## src/rtl/fp_divider_if.sv

```systemverilog
// Operand/result bundle with valid/ready handshakes for the iterative FP divider.
interface fp_divider_if #(parameter int BIT_SIZE = 32);
  logic                in_valid;
  logic                in_ready;
  logic [BIT_SIZE-1:0] num0;
  logic [BIT_SIZE-1:0] num1;
  logic                out_valid;
  logic                out_ready;
  logic [BIT_SIZE-1:0] res;
  logic [4:0]          flags;

  modport master (output in_valid, num0, num1, out_ready,
                  input  in_ready, out_valid, res, flags);
  modport slave  (input  in_valid, num0, num1, out_ready,
                  output in_ready, out_valid, res, flags);
endinterface

```

## src/rtl/fp_divider.sv

```systemverilog
// Iterative IEEE-754 binary32/binary64 divider: restoring radix-2 mantissa
// division, one quotient bit per cycle, one operation in flight.
module fp_divider #(
  parameter int BIT_SIZE      = 32,
  parameter int ROUNDING_TYPE = 0
) (
  input  logic        clk,
  input  logic        rst_n,
  fp_divider_if.slave bus
);
  // state | meaning
  // IDLE  | ready for operands
  // ITER  | one restoring quotient bit per cycle
  // NORM  | normalize, round, apply special cases, register result
  // DONE  | result valid, held until consumer takes it
  localparam int E    = (BIT_SIZE == 64) ? 11 : 8;
  localparam int F    = (BIT_SIZE == 64) ? 52 : 23;
  localparam int BIAS = (1 << (E - 1)) - 1;
  localparam int EW   = E + 2;
  localparam int CW   = $clog2(F + 4);

  localparam logic signed [EW-1:0] EXP_MAX  = EW'((1 << E) - 1);
  localparam logic signed [EW-1:0] EXP_ZERO = '0;
  localparam logic signed [EW-1:0] EXP_ONE  = EW'(1);

  generate
    if (BIT_SIZE != 32 && BIT_SIZE != 64) begin : g_bad_size
      $error("fp_divider: BIT_SIZE must be 32 or 64");
    end
  endgenerate

  typedef enum logic [1:0] {IDLE, ITER, NORM, DONE} state_t;
  typedef enum logic [2:0] {SP_NONE, SP_NAN, SP_DZ, SP_INF, SP_ZERO} sp_t;

  state_t state, state_nxt;

  logic                s0, s1;
  logic [E-1:0]        e0, e1;
  logic [F-1:0]        f0, f1;
  logic                zero0, zero1, inf0, inf1, nan0, nan1;
  logic signed [EW-1:0] exp_in;
  sp_t                 sp_in;

  logic [F+1:0]        rem, dvs, rem_nxt;
  logic [F+2:0]        q;
  logic [CW-1:0]       cnt;
  logic                sign;
  logic signed [EW-1:0] exp_r;
  sp_t                 sp;
  logic                rem_ge;

  logic [BIT_SIZE-1:0] res_r, res_n;
  logic [4:0]          flags_r, flags_n;

  logic                msb, guard, round_up, inexact;
  logic [F-1:0]        frac;
  logic [F:0]          sig_rnd;
  logic signed [EW-1:0] exp_n, exp_f;

  assign s0 = bus.num0[BIT_SIZE-1];
  assign e0 = bus.num0[BIT_SIZE-2:F];
  assign f0 = bus.num0[F-1:0];
  assign s1 = bus.num1[BIT_SIZE-1];
  assign e1 = bus.num1[BIT_SIZE-2:F];
  assign f1 = bus.num1[F-1:0];

  // Subnormal inputs fall into the zero class.
  assign zero0 = (e0 == '0);
  assign zero1 = (e1 == '0);
  assign inf0  = (&e0) && (f0 == '0);
  assign inf1  = (&e1) && (f1 == '0);
  assign nan0  = (&e0) && (f0 != '0);
  assign nan1  = (&e1) && (f1 != '0);

  assign exp_in = $signed({2'b00, e0}) - $signed({2'b00, e1}) + EW'(BIAS);

  always_comb begin
    sp_in = SP_NONE;
    if (nan0 || nan1 || (inf0 && inf1) || (zero0 && zero1))
      sp_in = SP_NAN;
    else if (inf0)
      sp_in = SP_INF;
    else if (zero1)
      sp_in = SP_DZ;
    else if (inf1 || zero0)
      sp_in = SP_ZERO;
  end

  always_ff @(posedge clk or negedge rst_n) begin
    if (!rst_n) state <= IDLE;
    else        state <= state_nxt;
  end

  always_comb begin
    state_nxt = state;
    case (state)
      IDLE:    if (bus.in_valid) state_nxt = ITER;
      ITER:    if (cnt == CW'(1)) state_nxt = NORM;
      NORM:    state_nxt = DONE;
      DONE:    if (bus.out_ready) state_nxt = IDLE;
      default: state_nxt = IDLE;
    endcase
  end

  assign bus.in_ready  = (state == IDLE);
  assign bus.out_valid = (state == DONE);
  assign bus.res       = res_r;
  assign bus.flags     = flags_r;

  assign rem_ge  = (rem >= dvs);
  assign rem_nxt = rem_ge ? {rem[F:0] - dvs[F:0], 1'b0} : {rem[F:0], 1'b0};

  always_comb begin
    msb      = q[F+2];
    frac     = msb ? q[F+1:2] : q[F:1];
    guard    = msb ? q[1] : q[0];
    exp_n    = msb ? exp_r : exp_r - EXP_ONE;
    round_up = (ROUNDING_TYPE == 1) && guard;
    sig_rnd  = {1'b0, frac} + {{F{1'b0}}, round_up};
    exp_f    = sig_rnd[F] ? exp_n + EXP_ONE : exp_n;
    inexact  = guard | (rem != '0);
    res_n    = '0;
    flags_n  = '0;
    case (sp)
      SP_NAN: begin
        res_n   = {1'b0, {E{1'b1}}, 1'b1, {(F-1){1'b0}}};
        flags_n = 5'b10000;
      end
      SP_DZ: begin
        res_n   = {sign, {E{1'b1}}, {F{1'b0}}};
        flags_n = 5'b01000;
      end
      SP_INF:  res_n = {sign, {E{1'b1}}, {F{1'b0}}};
      SP_ZERO: res_n = {sign, {(BIT_SIZE-1){1'b0}}};
      default: begin
        if (exp_f >= EXP_MAX) begin
          res_n   = {sign, {E{1'b1}}, {F{1'b0}}};
          flags_n = 5'b00100;
        end else if (exp_f <= EXP_ZERO) begin
          res_n   = {sign, {(BIT_SIZE-1){1'b0}}};
          flags_n = 5'b00010;
        end else begin
          res_n   = {sign, exp_f[E-1:0], sig_rnd[F-1:0]};
          flags_n = {4'b0000, inexact};
        end
      end
    endcase
  end

  always_ff @(posedge clk or negedge rst_n) begin
    if (!rst_n) begin
      rem     <= '0;
      dvs     <= '0;
      q       <= '0;
      cnt     <= '0;
      sign    <= 1'b0;
      exp_r   <= '0;
      sp      <= SP_NONE;
      res_r   <= '0;
      flags_r <= '0;
    end else begin
      case (state)
        IDLE: if (bus.in_valid) begin
          rem   <= {2'b01, f0};
          dvs   <= {2'b01, f1};
          q     <= '0;
          cnt   <= CW'(F + 3);
          sign  <= s0 ^ s1;
          exp_r <= exp_in;
          sp    <= sp_in;
        end
        ITER: begin
          rem <= rem_nxt;
          q   <= {q[F+1:0], rem_ge};
          cnt <= cnt - CW'(1);
        end
        NORM: begin
          res_r   <= res_n;
          flags_r <= flags_n;
        end
        default: ;
      endcase
    end
  end
endmodule

```

## src/flat_wrapper.sv

```systemverilog
// flat-port wrapper written by rule: the top's interface ports become plain ports
module fp_divider_flat 
#(
  parameter int BIT_SIZE      = 32,
  parameter int ROUNDING_TYPE = 0
)
  (clk, rst_n, bus_in_valid, bus_num0, bus_num1, bus_out_ready, bus_in_ready, bus_out_valid, bus_res, bus_flags);
  fp_divider_if #(.BIT_SIZE(BIT_SIZE)) bus_i ();
  input  logic clk;
  input  logic rst_n;
  input wire logic [$bits(bus_i.in_valid)-1:0] bus_in_valid;
  input wire logic [$bits(bus_i.num0)-1:0] bus_num0;
  input wire logic [$bits(bus_i.num1)-1:0] bus_num1;
  input wire logic [$bits(bus_i.out_ready)-1:0] bus_out_ready;
  output wire logic [$bits(bus_i.in_ready)-1:0] bus_in_ready;
  output wire logic [$bits(bus_i.out_valid)-1:0] bus_out_valid;
  output wire logic [$bits(bus_i.res)-1:0] bus_res;
  output wire logic [$bits(bus_i.flags)-1:0] bus_flags;
  assign bus_i.in_valid = bus_in_valid;
  assign bus_i.num0 = bus_num0;
  assign bus_i.num1 = bus_num1;
  assign bus_i.out_ready = bus_out_ready;
  assign bus_in_ready = bus_i.in_ready;
  assign bus_out_valid = bus_i.out_valid;
  assign bus_res = bus_i.res;
  assign bus_flags = bus_i.flags;
  fp_divider #(.BIT_SIZE(BIT_SIZE), .ROUNDING_TYPE(ROUNDING_TYPE)) u_core (.clk(clk), .rst_n(rst_n), .bus(bus_i));
endmodule
```

## config.mk

```make
export PLATFORM = sky130hd
export DESIGN_NAME = fp_divider_flat
export DESIGN_NICKNAME = d
export VERILOG_FILES = /design/src/rtl/fp_divider_if.sv /design/src/rtl/fp_divider.sv /design/src/flat_wrapper.sv
export SDC_FILE = /design/constraint.sdc
export NUM_CORES = 1
export LEC_CHECK = 0
export BUFFER_PORTS_ARGS = -buffer_cell sky130_fd_sc_hd__buf_2
export CAP_MARGIN = 20
export CORE_ASPECT_RATIO = 0.8
export CORE_MARGIN = 5
export CORE_UTILIZATION = 30
export DETAILED_ROUTE_END_ITERATION = 8
export PLACE_DENSITY = 0.51
export SYNTH_ARGS = -nofsm -noshare
export SYNTH_HDL_FRONTEND = slang
export SYNTH_SLANG_ARGS = --single-unit
```

## constraint.sdc

```tcl
create_clock -name clk -period 7.7 [get_ports clk]
set_input_delay 1.54 -clock clk [delete_from_list [all_inputs] [get_ports clk]]
set_output_delay 1.54 -clock clk [all_outputs]
set_load 0.05 [all_outputs]
```

Word-level counts from Yosys, hierarchy flattened
Cells that the tools add are included.

word-level totals
  register bits = 133
  input bits = 68
  word-level logic and storage cells = 81

operators by class
  add/sub/neg operators = 5
  magnitude comparators = 3
  equal/unequal tests = 11
  mux-type cells = 24
  bitwise gates (word level) = 2
  reduce and logical (&&, ||, !) cells = 26

operators with widths
  operator                                                                number
  32-bit one-hot mux with 3 select lines                                  1
  31-bit 2-to-1 mux                                                       2
  26-bit one-hot mux with 2 select lines                                  1
  25-bit 2-to-1 mux                                                       2
  25-bit one-hot mux with 2 select lines                                  1
  23-bit logical NOT                                                      2
  23-bit nonzero test                                                     2
  26-bit 2-to-1 mux                                                       1
  25-bit by 24-bit >= comparator with 1-bit output                        1
  25-bit nonzero test                                                     1
  24-bit subtractor                                                       1
  23-bit 2-to-1 mux                                                       1
  8-bit logical NOT                                                       2
  8-bit AND reduction                                                     2
  5-bit one-hot mux with 3 select lines                                   1
  3-bit 2-to-1 mux                                                        4
  10-bit by 8-bit adder with 10-bit output, second input constant         1
  10-bit by 9-bit >= comparator with 1-bit output, second input constant  1
  10-bit by 1-bit <= comparator with 1-bit output, second input constant  1
  10-bit 2-to-1 mux                                                       1
  5-bit 2-to-1 mux                                                        2
  5-bit one-hot mux with 2 select lines                                   1
  10-bit by 2-bit subtractor with 10-bit output, second input constant    1
  8-bit by 8-bit subtractor with 9-bit output                             1
  other kinds (21)                                                        37

Longest topological paths before layout
Gate-level depths: netlist of the first run.

  depth after elaboration = 7
  gate-level depth with buffers = 13
  gate-level depth less buffers = 12

Worst setup path after synthesis of the first run
Ideal clock, no wire load.

  kind = input port to flip-flop
  start = in bus_num1[24]
  end = reg u_core.exp_r[8]
  data arrival time = 3.486 ns
  required time = 7.565 ns
  slack = 4.078 ns
  cell stages on the path = 11
  path buffers = 0
  path through = inv_1 -> ha_1 -> nor2b_1 -> o21a_1 -> o21a_1 -> o21ai_0 -> a2bb2oi_1 -> or3_1 -> o31ai_1 -> xnor2_1 -> o21ai_0

between the ends
  longest elaborated chain between the ends = 2

ends and longest elaborated chain
  element                                      RTL line            RTL
  from (decl)                                  flat_wrapper.sv:13  input wire logic [$bits(bus_i.num1)-1:0] bus_num1;
  8-bit by 8-bit subtractor with 9-bit output  fp_divider.sv:75    assign exp_in = $signed({2'b00, e0}) - $signed({2'b00, e1}) + EW'(BIAS);
  10-bit by 8-bit adder with 10-bit output     fp_divider.sv:75
  to (signal assigned)                         fp_divider.sv:169   exp_r <= exp_in;
  to (decl)                                    fp_divider.sv:48    logic signed [EW-1:0] exp_r;

Every way passes these cells.
A chain may end at the register's enable or synchronous reset.

Final worst setup path of the first run
  start = reg u_core.rem[3]
  end = reg u_core.rem[10]

between the ends
  longest elaborated chain between the ends = 3
  elaborated cells between the ends (all ways) = 4

ends and longest elaborated chain
  element                                                                                RTL line                              RTL
  from (decl)                                                                            fp_divider.sv:44                      logic [F+1:0] rem, dvs, rem_nxt;
  from (signal assigned)                                                                 fp_divider.sv:164                     rem <= {2'b01, f0};
  from (signal assigned)                                                                 fp_divider.sv:173                     rem <= rem_nxt;
  24-bit subtractor or 25-bit by 24-bit >= comparator with 1-bit output (tied branches)  fp_divider.sv:111, fp_divider.sv:110
  25-bit 2-to-1 mux (*)                                                                  fp_divider.sv:111                     assign rem_nxt = rem_ge ? {rem[F:0] - dvs[F:0], 1'b0} : {rem[F:0], 1'b0};
  25-bit one-hot mux with 2 select lines (*)                                             fp_divider.sv:162                     case (state)

Mark *: on every way between the ends. The rest lies on a longest branch, timed or not.

==> metrics.cfg, run 1 <==
[outcome]
outcome = completed

[synthesis]
synth_most_common_cell = dfrtp_1
synth-edff-count = 0
ys.flop_type = dfrtp_1
yosys-top-cells-count = dfrtp_1 (133), nand2_1 (94), o21ai_0 (81)
synth_top_area_share_pct = 41.85
ys.warnings.count = 0
synth_seq_cells = 133
ys_types = 68
netlist_instances = 855
synth_top_area_cell = dfrtp_1
avgSynthCellArea_um2 = 9.301
syn_area_um2 = 7953
synthArstFlopShare_pct = 100.0
ys_seq_area_share_pct = 41.85
syn_nets = 965
synthTopCellsByArea = dfrtp_1 (42%), ha_1 (6.3%), o21ai_0 (5.1%)

[clocking]
clk_pin_slew_ns = 0.07
root_buffer = clkbuf_16
cts.path.max_buffers = 2
ctsResizeCount = 0
postCtsSetupRepairBufs = 0
cts.htree.levels = 4
clk-insertion-delay-late_ns = 0.43
cts_tree = done
holdBufCountCts = 0
cts-buffers-inserted = 17
cts_sinks = 133

[worst_setup_path]
r2r_start = u_core.rem[3]
reg2reg_depth = 11
worst_ep_arrival_time_ns = 3.91
startpoint = u_core.rem[3]
reg2reg_setup_slack_ns = 4.08
crit_buf_inv = 1
crit_path_end = u_core.rem[10]
critical_path.most_common_cell = a21oi_1
crit_path_top_delay_cell = a2111oi_4
cp_top_family = compound AO/OA/AOI/OAI gates
required_ns = 8.00
start_kind = register
worstSetupPathType = reg2reg
cp_cell_sequence = ha_1 > a21o_1 > a21oi_1 > nand4_1 > nand2_1 > o211ai_1 > a2111oi_4 > buf_4 > mux2_2 > mux2i_1 > a21oi_1
reg2reg_to = u_core.rem[10]
cp_max_fo = 33
cp_num_cells = 11
critPathCaptureType = register
max_stage_delay_ns = 0.65

[finish]
nFillCells = 2711
area_growth_pct = 18.36
layout-drive-gt1-share_pct = 17.33
final_util_pct = 35.94
finalNetCount = 1055
num_antenna_cells = 0

[grt]
grt-busiest-layer = met1
grt_overflow = 0
antenna_found_initial = 1
grt_first_pass_wirelength_um = 37440
grt_max_degree = 72
grt_use_met2_pct = 21.91
grtUsageTotal_pct = 15.84
use_met3_pct = 4.474
use_met1_pct = 24.46
grt_pass1_vias = 6688

[power_and_ir_drop]
peakVddDrop_mv = 0.1775
finalPower_w = 0.004646
p_leak_nw = 4.159
powerDensity_nw_per_um2 = 493.6

[floorplanning]
start_util_pct = 30.36
core_area_um2 = 26190
rows = 53
die_w_um = 192.0
die_h_um = 155.6
ios = 107
die-area_um2 = 29880

[sta]
finalHoldViolations = 0
finalCritPeriodShare_pct = 46.98
fin_crit_ns = 3.618
clock.fmax_mhz = 276.4
slew_headroom_pct = 26.93
tns_ns = 0
rsz0062_at_grt = no
tightest_slew_ns = 1.086
finClkSkew_ns = 0.01435
setup_viol = 0
maxSlewViolCount = 0

[detailed_routing]
wl_per_cell_um = 17.58
via_per_inst = 5.125
drc = 0
dr.first_iter.drc_count = 567
wirelength_um = 23120
dr.pass1.iters = 5
final_antenna_net_count = 0
vias = 6739

[placed_design]
dp_hpwl_um = 16780
portBuffers = 106
gp_congestion = 0.9137

[flow_run]
cap_violations = 0

[hold_path]
min_path_type = reg2reg

==> worst min-delay path, stage by stage (launching register included) <==
cell and delay (ns):
dfrtp_1 0.32, inv_1 0.05, nand2_1 0.05
==> area by class of cell <==
class,count,area (µm²),area share (%)
timing repair buffer,113,589.3,6.261
clock buffer,17,425.4,4.519
inverter,53,198.9,2.114
tap,357,446.7,4.745
multi-input combinational,627,4252,45.17
clock inverter,15,171.4,1.821
sequential,133,3329,35.37
==> metal layers <==
metal / part of all wire (%) / vias up / routed length [µm]
li1: - / 3305 / -
met1: 52 / 3245 / 12130
met2: 40 / 167 / 9310
met3: 6.1 / 20 / 1416
met4: 1.1 / 2 / 246
met5: 0.056 / - / 13
==> kinds of logic (layout without fill, tap and decap cells) <==
group	after synthesis	after routing	share of synthesized area, %
xor gates and xnor gates	40	40	4.405
adders and majority gates	43	43	6.923
muxes	31	31	3.965
AOI/OAI and AO/OA	250	250	21.62
buffers and inverters	95	198	4.720
DFF	133	133	41.85
and+or+nand+nor	263	263	16.52
==> metrics by stage <==
stage / hold slack (ns) / area (µm²) / std cells / setup slack [ns]
global route: 0.4959 / 9413 / 1315 / 3.902
CTS: 0.4563 / 9413 / 1315 / 4.157
finish: 0.4477 / 9413 / 1315 / 4.082
detailed placement: 0.4406 / 8816 / 1283 / 3.740
global placement: 0.4363 / 8816 / 1283 / 3.760
floorplan: 0.4181 / 7953 / 855 / 4.078
==> how the worst min path moves through the flow <==
stage | slack (ns) | start | end | cells past startpoint
final | 0.45 | u_core.dvs[23] | u_core.dvs[23] | 2
after global routing | 0.50 | u_core.bus.res[6] | u_core.bus.res[6] | 1
after CTS | 0.46 | u_core.dvs[23] | u_core.dvs[23] | 2
after detailed placement | 0.44 | u_core.dvs[23] | u_core.dvs[23] | 2
after global placement | 0.44 | u_core.dvs[23] | u_core.dvs[23] | 2
after floorplan | 0.42 | u_core.dvs[23] | u_core.dvs[23] | 2
==> cell usage in the layout, fill, tap and decap left out, types with 5 or more instances in the layout <==
master     synthesis  final
clkbuf_16          0     17
nand2_1           94     93
a211oi_1           5      5
nor2_1            48     48
xor2_1            22     22
dfrtp_1          133    132
inv_1             52     52
a22o_1            30     30
nand4_1           15     15
o2bb2ai_1         26     26
nor4_1            23     23
a2bb2oi_1          5      5
buf_4              3      7
nor2b_1           10     10
nand2b_1           8      8
o21a_1             5      5
mux2i_1           27     27
nor3b_1           11     11
xnor2_1           18     18
nor3_1            17     17
o21ai_0           81     81
and2_1             6      6
a21oi_1           42     42
nand3_1           11     11
ha_1              40     40
a21o_1             5      5
buf_2              6    105
==> where the power goes <==
group          internal, W  total, W  leakage (nW)  switching, W
logic             0.000972   0.00260          2.18       0.00163
clock network     0.000486  0.000837         0.285      0.000351
registers         0.000970   0.00121          1.69      0.000240
==> registers in the layout, summed over array words and instances, names as in the netlist <==
signal and count:
u_core.q 26, u_core.exp_r 10, u_core.rem 25, u_core.sp 3, u_core.sign 1, u_core.bus.res 32
u_core.bus.flags 5, u_core.cnt 5, u_core.state 2, u_core.dvs 24
(Power assumes the default switching activity.)
==> inputs of run 2 (changes only) <==
==> constraint.sdc (replaced) <==
create_clock -name clk -period 3.34 [get_ports clk]
set_input_delay 0.668 -clock clk [delete_from_list [all_inputs] [get_ports clk]]
set_output_delay 0.668 -clock clk [all_outputs]
set_load 0.05 [all_outputs]
==> metrics.cfg, run 2 (synthesis results as in run 1) <==
[grt]
grt_pass1_vias = 6696  ; +0.12%
grt_max_degree = 69  ; -4.2%
antenna_found_initial = 2  ; +1
grt_overflow = 0  ; unchanged
grt_first_pass_wirelength_um = 37490  ; +0.15%
grtUsageTotal_pct = 15.87  ; +0.022 points

[clocking]
clk_pin_slew_ns = 0.06  ; about the same
cts.htree.levels = 4  ; unchanged
cts_tree = done
clk-insertion-delay-late_ns = 0.42  ; about the same
root_buffer = clkbuf_16
cts-buffers-inserted = 17  ; unchanged
cts_sinks = 133  ; unchanged
postCtsSetupRepairBufs = 0  ; unchanged
cts.path.max_buffers = 2  ; unchanged

[finish]
final_util_pct = 36.24  ; +0.30 points
final_cells = 1331  ; +1.2%
layout_commonest_cell = dfrtp_1
finalNetCount = 1070  ; +1.4%
largest_reg_flops = 32  ; unchanged
area_growth_pct = 19.35
final_cell_mix = dfrtp_1 (132), buf_2 (105), nand2_1 (94)
layout-drive-gt1-share_pct = 18.09  ; +0.76 points

[floorplanning]
ios = 107  ; unchanged
die-area_um2 = 29880  ; unchanged
start_util_pct = 30.36  ; unchanged
die_h_um = 155.6  ; unchanged
rows = 53  ; unchanged
core_area_um2 = 26190  ; unchanged
die_w_um = 192.0  ; unchanged

[worst_setup_path]
critPathCaptureType = register
start_kind = register
cp_max_fo = 4  ; -88%
worst_ep_arrival_time_ns = 3.45  ; -0.46 ns
worstSetupPathType = reg2reg
required_ns = 3.66  ; -4.34 ns

[sta]
finClkSkew_ns = 0.01030  ; -0.004050 ns
maxSlewViolCount = 0  ; unchanged
finalHoldViolations = 0  ; unchanged
finalCritPeriodShare_pct = 93.69  ; +47 points
tightest_slew_ns = 0.7822  ; -0.3039 ns
setup_viol = 0  ; unchanged
slew_headroom_pct = 47.73  ; +21 points
fin_crit_ns = 3.129  ; -0.4885 ns
rsz0062_at_grt = no
clock.fmax_mhz = 319.6  ; +16%
tns_ns = 0  ; unchanged

[power_and_ir_drop]
powerDensity_nw_per_um2 = 1131  ; +130%
finalPower_w = 0.01074  ; +130%
p_leak_nw = 4.208  ; +1.2%
peakVddDrop_mv = 0.3807  ; +110%

[detailed_routing]
wirelength_um = 23360  ; +1.1%
via_per_inst = 5.092  ; -0.63%
wl_per_cell_um = 17.55  ; -0.15%
dr.first_iter.drc_count = 356  ; -37%
final_antenna_net_count = 0  ; unchanged
drc = 0  ; unchanged
vias = 6778  ; +0.58%
dr.pass1.iters = 4  ; -1

[hold_path]
min_path_type = in2async

[placed_design]
portBuffers = 106  ; unchanged
gp_congestion = 0.8836  ; -3.3%
dp_hpwl_um = 17530  ; +4.5%
dp.cells = 1298  ; +1.2%

[outcome]
outcome = completed

[flow_run]
cap_violations = 0  ; unchanged

[run 2: cell count changes in the layout (fill, tap and decap cells not counted)]
cell       previous run  this run
inv_6                 4         3
clkinv_4              3         2
diode_2               0         1
nand2_1              93        94
a221oi_4              0         1
buf_4                 7        21
bufinv_16             2         0
nand2_2               1         0
clkbuf_1              0         4
clkbuf_8              0         2
buf_12                0         1
a221oi_2              1         0
inv_8                 2         0
[run 2: what timing repair did]
| item | CTS | global route |
|---|---|---|
| hold buffers | 0 | 0 |
| gates resized for setup | 0 | 1 |
| setup endpoints to repair | 0 | 1 |
[run 2: per-stage QoR]
stage / instance area (µm²) / setup WS [ns] / hold slack [ns]
global placement: 8939 / 0.2209 / 0.4358
finish: 9492 / 0.2108 / 0.2354
global route: 9492 / 0.04730 / 0.3009
detailed placement: 8939 / 0.1075 / 0.4446
CTS: 9478 / 0.1314 / 0.2717
floorplan: 7953 / 0.4332 / 0.3724
[run 2: path summary, 6_finish.rpt]
kind | to | from | depth (start not counted) | slack, ns
max in group asynchronous | u_core.dvs[18] | rst_n | 2 | 2.17
worst max register to register | u_core.rem[23] | u_core.rem[0] | 12 | 0.21
worst min register to register | u_core.dvs[23] | u_core.dvs[23] | 2 | 0.47
worst max-delay path | u_core.rem[23] | u_core.rem[0] | 12 | 0.21
worst min-delay path | u_core.bus.res[23] | rst_n | 1 | 0.24
min in group clk | u_core.dvs[16] | bus_num1[16] | 3 | 0.47
[run 2: report_power, final]
group / switching [W] / leakage, nW / internal, W
logic: 0.00382 / 2.26 / 0.00239
clock network: 0.000754 / 0.255 / 0.000998
registers: 0.000535 / 1.69 / 0.00224
total: 0.00511 / 4.21 / 0.00563
[run 2: worst max-delay path, stage by stage (launching register included)]
cell      delay (ns)
dfrtp_1         0.40
inv_1           0.07
ha_1            0.18
fa_1            0.24
nor2b_4         0.06
o31a_1          0.26
or4_4           0.50
a221oi_4        0.35
a211o_2         0.22
a21oi_1         0.07
o22ai_1         0.13
mux2_2          0.35
a211oi_1        0.21
[run 2: per-layer routing]
| layer | vias to the layer above | global-route usage (%) | share of wire, % |
|---|---|---|---|
| met2 | 163 | 23.11 | 43 |
| met5 | - | 0 | 0.030 |
| met1 | 3269 | 24.20 | 51 |
| met4 | 2 | 3.360 | 1.0 |
| li1 | 3330 | - | - |
| met3 | 14 | 3.378 | 5.1 |
[run 2: cell type report]
class | count | area, µm²
Timing Repair Buffer | 128 | 714.4
Tap cell | 357 | 446.7
Clock inverter | 9 | 71.32
Multi-Input combinational cell | 627 | 4260
Sequential cell | 133 | 3329
Clock buffer | 23 | 467.9
Antenna cell | 1 | 2.502
Fill cell | 2744 | 16700
Inverter | 53 | 198.9
==> inputs of run 3 (changes only) <==
--- a/config.mk
+++ b/config.mk
@@ -5,6 +5,7 @@
 export SDC_FILE = /design/constraint.sdc
 export NUM_CORES = 1
 export LEC_CHECK = 0
+export ABC_AREA = 1
 export BUFFER_PORTS_ARGS = -buffer_cell sky130_fd_sc_hd__buf_2
 export CAP_MARGIN = 20
 export CORE_ASPECT_RATIO = 0.8
@@ -12,6 +13,7 @@
 export CORE_UTILIZATION = 30
 export DETAILED_ROUTE_END_ITERATION = 8
 export PLACE_DENSITY = 0.51
+export REMOVE_ABC_BUFFERS = 1
 export SYNTH_ARGS = -nofsm -noshare
 export SYNTH_HDL_FRONTEND = slang
 export SYNTH_SLANG_ARGS = --single-unit
==> metrics.cfg, run 3 <==
[clocking]
cts.htree.levels = 4  ; unchanged
ctsResizeCount = 0  ; unchanged
cts_sinks = 133  ; unchanged
cts_tree = done
clk_pin_slew_ns = 0.07  ; about the same
cts.path.max_buffers = 2  ; unchanged
cts-buffers-inserted = 17  ; unchanged
postCtsSetupRepairBufs = 0  ; unchanged
clk-insertion-delay-late_ns = 0.42  ; about the same
holdBufCountCts = 0  ; unchanged
root_buffer = clkbuf_16

[detailed_routing]
drc = 0  ; unchanged
vias = 8348  ; +23%
via_per_inst = 4.789  ; -5.9%
wirelength_um = 26040  ; +11%
dr.pass1.iters = 5  ; +1
dr.first_iter.drc_count = 590  ; +66%
final_antenna_net_count = 0  ; unchanged
wl_per_cell_um = 14.94  ; -15%

[worst_setup_path]
max_stage_delay_ns = 0.77  ; +0.27 ns
critPathCaptureType = register
worst_ep_arrival_time_ns = 2.81  ; -0.64 ns
worstSetupPathType = reg2reg
r2r_start = u_core.state[1]
required_ns = 3.66  ; about the same
cp_cell_sequence = inv_1 > ha_1 > inv_2 > nor2_1 > inv_1 > o21ai_0 > o21ai_1 > nand2_1
crit_buf_inv = 3  ; +2
critical_path.most_common_cell = inv_1
crit_path_top_delay_cell = inv_1
startpoint = u_core.state[1]
cp_max_fo = 29  ; +25
cp_top_family = buffers and inverters
start_kind = register

[finish]
largest_reg_flops = 32  ; unchanged
finalNetCount = 1463  ; +37%
area_growth_pct = 17.02
final_util_pct = 35.48  ; -0.75 points
final_cells = 1743  ; +31%
num_antenna_cells = 0  ; -1
final_cell_mix = nand2_1 (346), inv_1 (202), dfrtp_1 (133)
layout-drive-gt1-share_pct = 13.76  ; -4.3 points
layout_commonest_cell = nand2_1

[floorplanning]
core_area_um2 = 29220  ; +12%
ios = 107  ; unchanged
die_w_um = 202.1  ; +5.3%
die_h_um = 163.7  ; +5.2%
start_util_pct = 30.32  ; -0.038 points
rows = 56  ; +5.7%
die-area_um2 = 33090  ; +11%

[sta]
finalHoldViolations = 0  ; unchanged
slew_headroom_pct = 33.83  ; -14 points
holdWs_ns = 0.2375  ; +0.002075 ns
tns_ns = 0  ; unchanged
maxSlewViolCount = 0  ; unchanged
clock.fmax_mhz = 400.8  ; +25%
tightest_slew_ns = 0.9915  ; +0.2094 ns
finClkSkew_ns = 0.01066  ; +0.0003608 ns
finalCritPeriodShare_pct = 74.70  ; -19 points
fin_crit_ns = 2.495  ; -0.6344 ns
setup_viol = 0  ; unchanged
final.setup.worst_slack_ns = 0.8452  ; +0.6344 ns
rsz0062_at_grt = no

[hold_path]
min_path_type = in2async

[power_and_ir_drop]
peakVddDrop_mv = 0.3708  ; -2.6%
p_leak_nw = 5.396  ; +28%
power.internal_w = 0.005539  ; -1.6%
seqPwrFrac_pct = 24.1  ; -1.7 points
powerDensity_nw_per_um2 = 1112  ; -1.7%
combinationalPowerShare_pct = 59.7  ; +1.8 points
p_sw_share_pct = 51.94  ; +4.4 points
switchingPower_w = 0.005986  ; +17%
p_clk_share_pct = 16.2  ; about the same

[synthesis]
synth_top_area_cell = dfrtp_1
synth_top_area_share_pct = 37.57  ; -4.3 points
syn_area_um2 = 8860  ; +11%
yosys-top-cells-count = nand2_1 (347), inv_1 (202), dfrtp_1 (133)
ys.flop_type = dfrtp_1
avgSynthCellArea_um2 = 7.065  ; -24%
netlist_instances = 1254  ; +47%
synthArstFlopShare_pct = 100.0  ; unchanged
synth_seq_cells = 133  ; unchanged
synth-edff-count = 0  ; unchanged
synthTopCellsByArea = dfrtp_1 (38%), nand2_1 (15%), inv_1 (8.6%)
ys_types = 50  ; -26%
synth_most_common_cell = nand2_1
ys.warnings.count = 0  ; unchanged
ys_seq_area_share_pct = 37.57  ; -4.3 points

[grt]
antenna_found_initial = 0  ; -2
grt_max_degree = 66  ; -4.3%
grtUsageTotal_pct = 15.98  ; +0.12 points
grt_first_pass_wirelength_um = 42720  ; +14%
grt_pass1_vias = 8211  ; +23%
grt_overflow = 0  ; unchanged

[outcome]
outcome = completed

[placed_design]
portBuffers = 106  ; unchanged
dp.cells = 1711  ; +32%
dp_slack_ns = 0.6752  ; +0.5677 ns
gp_congestion = 0.9151  ; +3.6%
dp_hpwl_um = 19570  ; +12%

[flow_run]
cap_violations = 0  ; unchanged

==> run 3: cell types whose count changed after synthesis, sizes merged, moves of 24 or more <==
cell and change:
o22ai +24, nor2 +41, nand2 +258, nand4 +27, nand3 +77, mux2i -27, a22o -29, a21oi +31
inv +152, o2bb2ai -26
==> run 3: cell type report <==
type	instances	area, µm²
clock inverters	14	140.1
multi-input cells	874	4562
clock buffers	18	429.2
repair buffers	120	654.4
flip-flops and latches	133	3328
inverters	207	782.0
fillers	3100	18850
well taps	377	471.7
==> run 3: layer usage <==
| layer | up-vias | global-route usage (%) | wire length (µm) |
|---|---|---|---|
| met2 | 168 | 23.78 | 10790 |
| met4 | 0 | 3.671 | 321 |
| met1 | 3902 | 23.63 | 13580 |
| li1 | 4254 | - | - |
| met3 | 24 | 3.672 | 1345 |
| met5 | - | 0 | 0 |
==> run 3: stage by stage <==
step | cell area, µm² | power (W)
global route | 10370 | 0.01268
floorplan | 8662 | 0.007768
finish | 10370 | 0.01153
detailed placement | 9798 | 0.009658
CTS | 10370 | 0.01160
global placement | 9798 | 0.009620
==> run 3: logic make-up after synthesis <==
logic type / Yosys count / share of synthesized area (%)
DFF: 133 / 37.57
adders and majority gates: 42 / 6.101
buffers and inverters: 247 / 11.06
xor gates and xnor gates: 21 / 2.076
AOI/OAI and AO/OA: 204 / 12.54
and+or+nand+nor: 607 / 30.66
==> run 3: final timing paths <==
| kind | depth (start not counted) | slack (ns) | end |
|---|---|---|---|
| min | 1 | 0.24 | u_core.dvs[21] |
| max in group asynchronous | 2 | 2.32 | u_core.rem[4] |
| max | 8 | 0.85 | u_core.rem[19] |
| min reg2reg | 2 | 0.47 | u_core.bus.res[17] |
| max reg2reg | 8 | 0.85 | u_core.rem[19] |
| min in group clk | 2 | 0.47 | u_core.bus.res[17] |
==> run 3: power by group through the flow <==
| stage | clock [W] | combinational [W] | sequential, W |
|---|---|---|---|
| finish | 0.00187 | 0.00688 | 0.00278 |
| global placement | 0 | 0.00682 | 0.00280 |
| CTS | 0.00192 | 0.00690 | 0.00278 |
| floorplan | 0 | 0.00455 | 0.00322 |
| global route | 0.00199 | 0.00780 | 0.00288 |
| detailed placement | 0 | 0.00685 | 0.00281 |
